[config.mk]
export PLATFORM = sky130hd
export DESIGN_NAME = debounce_edge
export DESIGN_NICKNAME = d
export VERILOG_FILES = /design/src/rtl/debounce_edge.sv
export SDC_FILE = /design/constraint.sdc
export NUM_CORES = 1
export LEC_CHECK = 0
export BUFFER_PORTS_ARGS = -buffer_cell sky130_fd_sc_hd__buf_2
export CAP_MARGIN = 25
export CORE_ASPECT_RATIO = 0.8
export CORE_UTILIZATION = 56
export CTS_BUF_LIST = sky130_fd_sc_hd__clkbuf_2 sky130_fd_sc_hd__clkbuf_4 sky130_fd_sc_hd__clkbuf_8
export CTS_CLUSTER_SIZE = 20
export DETAILED_ROUTE_END_ITERATION = 10
export PLACE_DENSITY = 0.74
export RECOVER_POWER = 25
export SLEW_MARGIN = 10
export SYNTH_ARGS = -nofsm -noshare
export SYNTH_HDL_FRONTEND = slang
export SYNTH_SLANG_ARGS = --single-unit
export TNS_END_PERCENT = 5
[constraint.sdc]
create_clock -name clk -period 2.5 [get_ports clk]
set_input_delay 0 -clock clk [delete_from_list [all_inputs] [get_ports clk]]
set_output_delay 0 -clock clk [all_outputs]
set_load 0.05 [all_outputs]
[src/rtl/debounce_edge.sv]
// debounce_edge: synchronises a raw asynchronous level into clk, accepts a
// new level only after it has been seen for DEBOUNCE_CYCLES consecutive
// synchronised samples, and emits one-cycle rise/fall pulses on each
// accepted change. All outputs are registered.
module debounce_edge #(
  parameter int SYNC_STAGES     = 2,
  parameter int CNT_W           = 16,
  parameter int DEBOUNCE_CYCLES = 1000
) (
  input  logic clk,
  input  logic n_rst,
  input  logic d_in,
  output logic q,
  output logic rise,
  output logic fall,
  output logic busy
);

  typedef enum logic [1:0] {
    STABLE_LO = 2'd0,
    CNT_HI    = 2'd1,
    STABLE_HI = 2'd2,
    CNT_LO    = 2'd3
  } state_t;

  // Count value on which the last required stable sample is accepted.
  localparam logic [CNT_W-1:0] CNT_LAST = CNT_W'(DEBOUNCE_CYCLES - 1);
  localparam logic [CNT_W-1:0] CNT_ONE  = CNT_W'(1);
  // With a single-sample qualification the counting states are skipped.
  localparam bit SINGLE = (DEBOUNCE_CYCLES == 1);

  logic [SYNC_STAGES-1:0] sync_reg;
  logic [SYNC_STAGES-1:0] sync_next;
  logic                   sync;

  state_t           state_reg;
  logic [CNT_W-1:0] cnt_reg;
  logic             q_reg;
  logic             rise_reg;
  logic             fall_reg;
  logic             busy_reg;

  // Stage 0 is the only place d_in is sampled; each later stage takes the
  // previous one.
  generate
    for (genvar gi = 0; gi < SYNC_STAGES; gi++) begin : g_sync
      if (gi == 0) begin : g_first
        assign sync_next[gi] = d_in;
      end else begin : g_rest
        assign sync_next[gi] = sync_reg[gi-1];
      end
    end
  endgenerate

  assign sync = sync_reg[SYNC_STAGES-1];

  // Synchroniser chain, cleared by reset so a held input is re-qualified.
  always_ff @(posedge clk or negedge n_rst) begin
    if (!n_rst) begin
      sync_reg <= '0;
    end else begin
      sync_reg <= sync_next;
    end
  end

  // Qualification FSM with registered level, pulses and busy flag.
  always_ff @(posedge clk or negedge n_rst) begin
    if (!n_rst) begin
      state_reg <= STABLE_LO;
      cnt_reg   <= '0;
      q_reg     <= 1'b0;
      rise_reg  <= 1'b0;
      fall_reg  <= 1'b0;
      busy_reg  <= 1'b0;
    end else begin
      rise_reg <= 1'b0;
      fall_reg <= 1'b0;
      case (state_reg)
        STABLE_LO: begin
          if (sync) begin
            if (SINGLE) begin
              state_reg <= STABLE_HI;
              q_reg     <= 1'b1;
              rise_reg  <= 1'b1;
              busy_reg  <= 1'b0;
            end else begin
              state_reg <= CNT_HI;
              cnt_reg   <= CNT_ONE;
              busy_reg  <= 1'b1;
            end
          end
        end
        CNT_HI: begin
          if (sync) begin
            if (cnt_reg == CNT_LAST) begin
              state_reg <= STABLE_HI;
              q_reg     <= 1'b1;
              rise_reg  <= 1'b1;
              cnt_reg   <= '0;
              busy_reg  <= 1'b0;
            end else begin
              cnt_reg <= cnt_reg + CNT_ONE;
            end
          end else begin
            // Opposite sample: abandon the candidate, level unchanged.
            state_reg <= STABLE_LO;
            cnt_reg   <= '0;
            busy_reg  <= 1'b0;
          end
        end
        STABLE_HI: begin
          if (!sync) begin
            if (SINGLE) begin
              state_reg <= STABLE_LO;
              q_reg     <= 1'b0;
              fall_reg  <= 1'b1;
              busy_reg  <= 1'b0;
            end else begin
              state_reg <= CNT_LO;
              cnt_reg   <= CNT_ONE;
              busy_reg  <= 1'b1;
            end
          end
        end
        CNT_LO: begin
          if (!sync) begin
            if (cnt_reg == CNT_LAST) begin
              state_reg <= STABLE_LO;
              q_reg     <= 1'b0;
              fall_reg  <= 1'b1;
              cnt_reg   <= '0;
              busy_reg  <= 1'b0;
            end else begin
              cnt_reg <= cnt_reg + CNT_ONE;
            end
          end else begin
            state_reg <= STABLE_HI;
            cnt_reg   <= '0;
            busy_reg  <= 1'b0;
          end
        end
        default: begin
          state_reg <= STABLE_LO;
          cnt_reg   <= '0;
          q_reg     <= 1'b0;
          busy_reg  <= 1'b0;
        end
      endcase
    end
  end

  assign q    = q_reg;
  assign rise = rise_reg;
  assign fall = fall_reg;
  assign busy = busy_reg;

endmodule

==> impl.org <==
** Status
- The run finished with clean final reports.

** Floorplanning
- 7 I/O pins were placed.
- In this run the vertical extent of the chip is 43.3 um.
- The die is between 50 and 60 um wide.
- The floorplan step defined a die boundary enclosing between 0.002 and 0.0025 mm2.
- The initial utilization of the core area, before any placement, comes to between 60% and 70%.
- Cell Rows :: 14
- The core region is between 0.0015 and 0.002 mm2.

** CTS
- Total number of H-tree levels :: 1
- TritonCTS clock tree :: built
- Post-CTS resize count :: 0
- Number of sinks handled by clock tree synthesis :: 24
- Clock tree synthesis selected as its root buffer the cell sky130_fd_sc_hd__clkbuf_4.
- Clock-pin slew was measured on the worst setup and hold paths at 0.12 ns.
- In this run the post-CTS setup repair buffer count came out at 0.
- Later-pin clock latency in the skew report :: ~0.31 ns
- In this run, CTS created clock tree buffers numbering 3.
- Worst-case clock buffer depth :: 2

** Setup path
- STA puts the critical path data arrival time at 2.12 ns.
- The largest single stage delay on the critical path is 0.53 ns.
- CP endpoint kind :: flop
- Endpoint required time on the critical path :: 2.68 ns
- Buf+Inv Stages, Crit Path :: 0
- Largest fanout of any net on the critical path :: 12
- STA classifies the critical path startpoint as a flop.
- The critical path is of the reg -> reg type.
- In this design, the largest share of critical-path delay is due to simple AND/OR/NAND/NOR gates.
- Slowest cell on crit path :: sky130_fd_sc_hd__a21oi_2
- The critical path goes through nor4_1 > nand4_1 > a21oi_2 > nor3_1.

** GRT
- Antenna violations before repair :: 0
- Summed over all layers, the global routing overflow is 0.
- Tot GR Track Use :: 24.0%
- The number of global-route vias before repair came to 892.
- Entering global routing, the biggest net connects 25 pins.
- The first global-routing pass estimated 3930 um of wire.

** Synthesis
- The number of nets in the synthesized netlist is 115.
- Combined area of all synthesized cells :: approximately 0.0012 mm2
- In the synthesized netlist the async set-or-reset flop fraction comes to 100%.
- Cell types with the largest area share after synthesis :: sky130_fd_sc_hd__dfrtp_1, sky130_fd_sc_hd__xor2_1, sky130_fd_sc_hd__mux2i_1, sky130_fd_sc_hd__o21ai_0, sky130_fd_sc_hd__nor2_1
- Fraction of post-synthesis cell area in the top cell type by area :: 50.4%
- Counting instances in the post-synthesis netlist gives the leading cell types as sky130_fd_sc_hd__dfrtp_1, sky130_fd_sc_hd__nor2_1, sky130_fd_sc_hd__nand2_1.
- Synth warn :: 0
- By instance count, the leading cell after synthesis is sky130_fd_sc_hd__dfrtp_1.
- For this run, the leading register cell type out of synthesis is sky130_fd_sc_hd__dfrtp_1.
- Proportion of synthesized chip area in sequential cells :: 50.4%
- Count of mapped cells out of synthesis :: ~110
- Library cell occupying the most area in the post-synthesis netlist :: sky130_fd_sc_hd__dfrtp_1
- Flops & latches, synth :: 24
- Post-synth EDFFs :: 0
- Distinct cell type count of the synthesized netlist :: 38
- Averaged over all synthesized cells, the footprint is ~11 um2.

** Detailed routing
- After the first detailed-routing iteration, the DRC count stood at 35.
- The detail route stage leaves a number of antenna-violating nets equal to 0.
- Via count of the routed design :: 876
- After detailed routing, the average wire length per cell comes to ~15 um.
- Vias per std cell :: between 6 and 7
- Overall routed net length :: 2130 um
- Before antenna repair, the detailed router went through 4 iterations.
- Post-route DRC :: 0

** Final layout
- Final design instance area without fill :: 0.00126 mm2
- The register with the most flip-flops in the layout has 16 of them.
- Proportion of layout cells with a drive suffix above 1 :: 12.7%
- Syn-to-layout area delta :: 5.99%
- Total Nets Final :: 124
- Layout filler cell count :: 154
- Core utilization of the finished layout :: 64.9%
- Antenna diode instance count :: 0

** Power
- In this run switching power makes up between 20% and 30% of total power.
- Maximum vdd ir drop :: 434 uV
- For this design the ratio of total power to cell area is 489 mW/mm2.
- The internal power of the cells totals 0.469 mW.
- In this run the power spent charging and discharging nets is 0.148 mW.
- Of the total power, registers draw 66.2%.
- In this run the static leakage power is between 0.5 and 0.6 nW.
- In this run, the combinational gates consume 7.5% of the power.
- Per report_power, the clock group accounts for 26.2% of the total.

** Timing
- Final critical path time including I/O delays and setup :: about 1.9 ns
- At the pin with the least slew margin, the transition time is 1.30 ns.
- Tightest slew margin relative to the limit :: 13.4%
- The number of hold violations in the final report came to 0.
- Total Negative Setup Slacks :: 0 ns
- The worst path meets setup with 0.566 ns of slack.
- Setup repair after global routing left no endpoint under its margin.
- Total count of max-transition violations in the final report :: 0
- Dividing the final minimum period by the clock period gives 77.4%.
- Setup violations remaining at the end of the flow were counted as 0.
- Final Skew :: 0.00965 ns
- Hold is met by 0.343 ns.
- Based on the critical path, the design can be clocked at up to 517 MHz.

** Placed design
- Worst slack after detailed placement :: 0.605 ns
- Global placer's final weighted congestion :: between 0.8 and 0.9
- Detailed Place HPWL :: around 1500 um
- Port buffering added 6 buffers.
- Dpl cell area :: about 0.0012 mm2

** Min path
- Classification of the worst-slack hold path :: in -> reg

** Job
- Across the run, the number of max-cap violations was 0.
-- metal layers --
metal / global-route usage (%) / wire length, um / up-vias
li1: - / - / 425
met1: 33.6 / 1070 / 428
met2: 36.3 / 941 / 21
met3: 7.53 / 105 / 2
met4: 4.74 / 11 / 0
met5: 0 / 0 / -
-- final timing paths --
| path | depth (start not counted) | start | slack [ns] | end |
|---|---|---|---|---|
| worst min register to register | 0 | sync_reg[0] | 0.36 | sync_reg[1] |
| worst min-delay path | 2 | d_in | 0.34 | sync_reg[0] |
| min in group asynchronous | 2 | n_rst | 0.48 | cnt_reg[12] |
| worst max register to register | 4 | cnt_reg[3] | 0.57 | cnt_reg[10] |
| worst max-delay path | 4 | cnt_reg[3] | 0.57 | cnt_reg[10] |
| max in group asynchronous | 2 | n_rst | 1.25 | cnt_reg[9] |
-- timing repair --
| action | 4_1_cts | 5_1_grt |
|---|---|---|
| hold buffers | 2 | 0 |
| setup endpoints to repair | 0 | 0 |
| endpoints found under the hold margin | 25 | 0 |
-- per-stage QoR --
step                      instances  total power, mW
final                           142            0.617
after detailed placement        137            0.461
after global placement          137            0.459
after CTS                       142            0.625
after floorplan                 111            0.446
after global routing            142            0.645
-- placed cells by master (no fill, tap or decap), drive strengths merged --
cell	n
dfrtp	24
nand2	7
nor3b	1
nor3	4
inv	3
dlygate4sd3	2
nor2	8
mux2i	3
xor2	6
or3	4
or4	1
o21ai	7
o2111ai	4
o31ai	1
o211ai	2
o22ai	1
and4	2
a32o	1
and2	2
nand4	2
ha	1
a31oi	2
o21bai	1
a21o	2
nand2b	2
buf	5
a21oi	7
and3	5
o21a	1
clkbuf	4
a211oi	1
nor4	2
-- cells by family after synthesis --
family	share of synthesized area, %
DFF	50.4
and+or+nand+nor	20.1
adders and majority gates	1.05
muxes	2.52
buffers and inverters	3.47
xor gates and xnor gates	5.04
AOI/OAI and AO/OA	17.4
-- cell type report --
| cell class | instances | area [um2] | area share (%) |
|---|---|---|---|
| Sequential cell | 24 | 601 | 47.6 |
| Multi-Input combinational cell | 80 | 549 | 43.5 |
| Timing Repair Buffer | 8 | 48.8 | 3.87 |
| Tap cell | 24 | 30.0 | 2.38 |
| Clock buffer | 3 | 22.5 | 1.78 |
| Inverter | 3 | 11.3 | 0.892 |
-- power by group through the flow --
stage	Sequential (mW)	Combinational [mW]	Clock (mW)
3_5_place_dp	0.416	0.0448	0
4_1_cts	0.408	0.0473	0.170
3_3_place_gp	0.415	0.0444	0
5_1_grt	0.411	0.0536	0.181
6_report	0.409	0.0464	0.162
2_1_floorplan	0.418	0.0278	0
No activity file was read; power rests on OpenSTA's default activity.
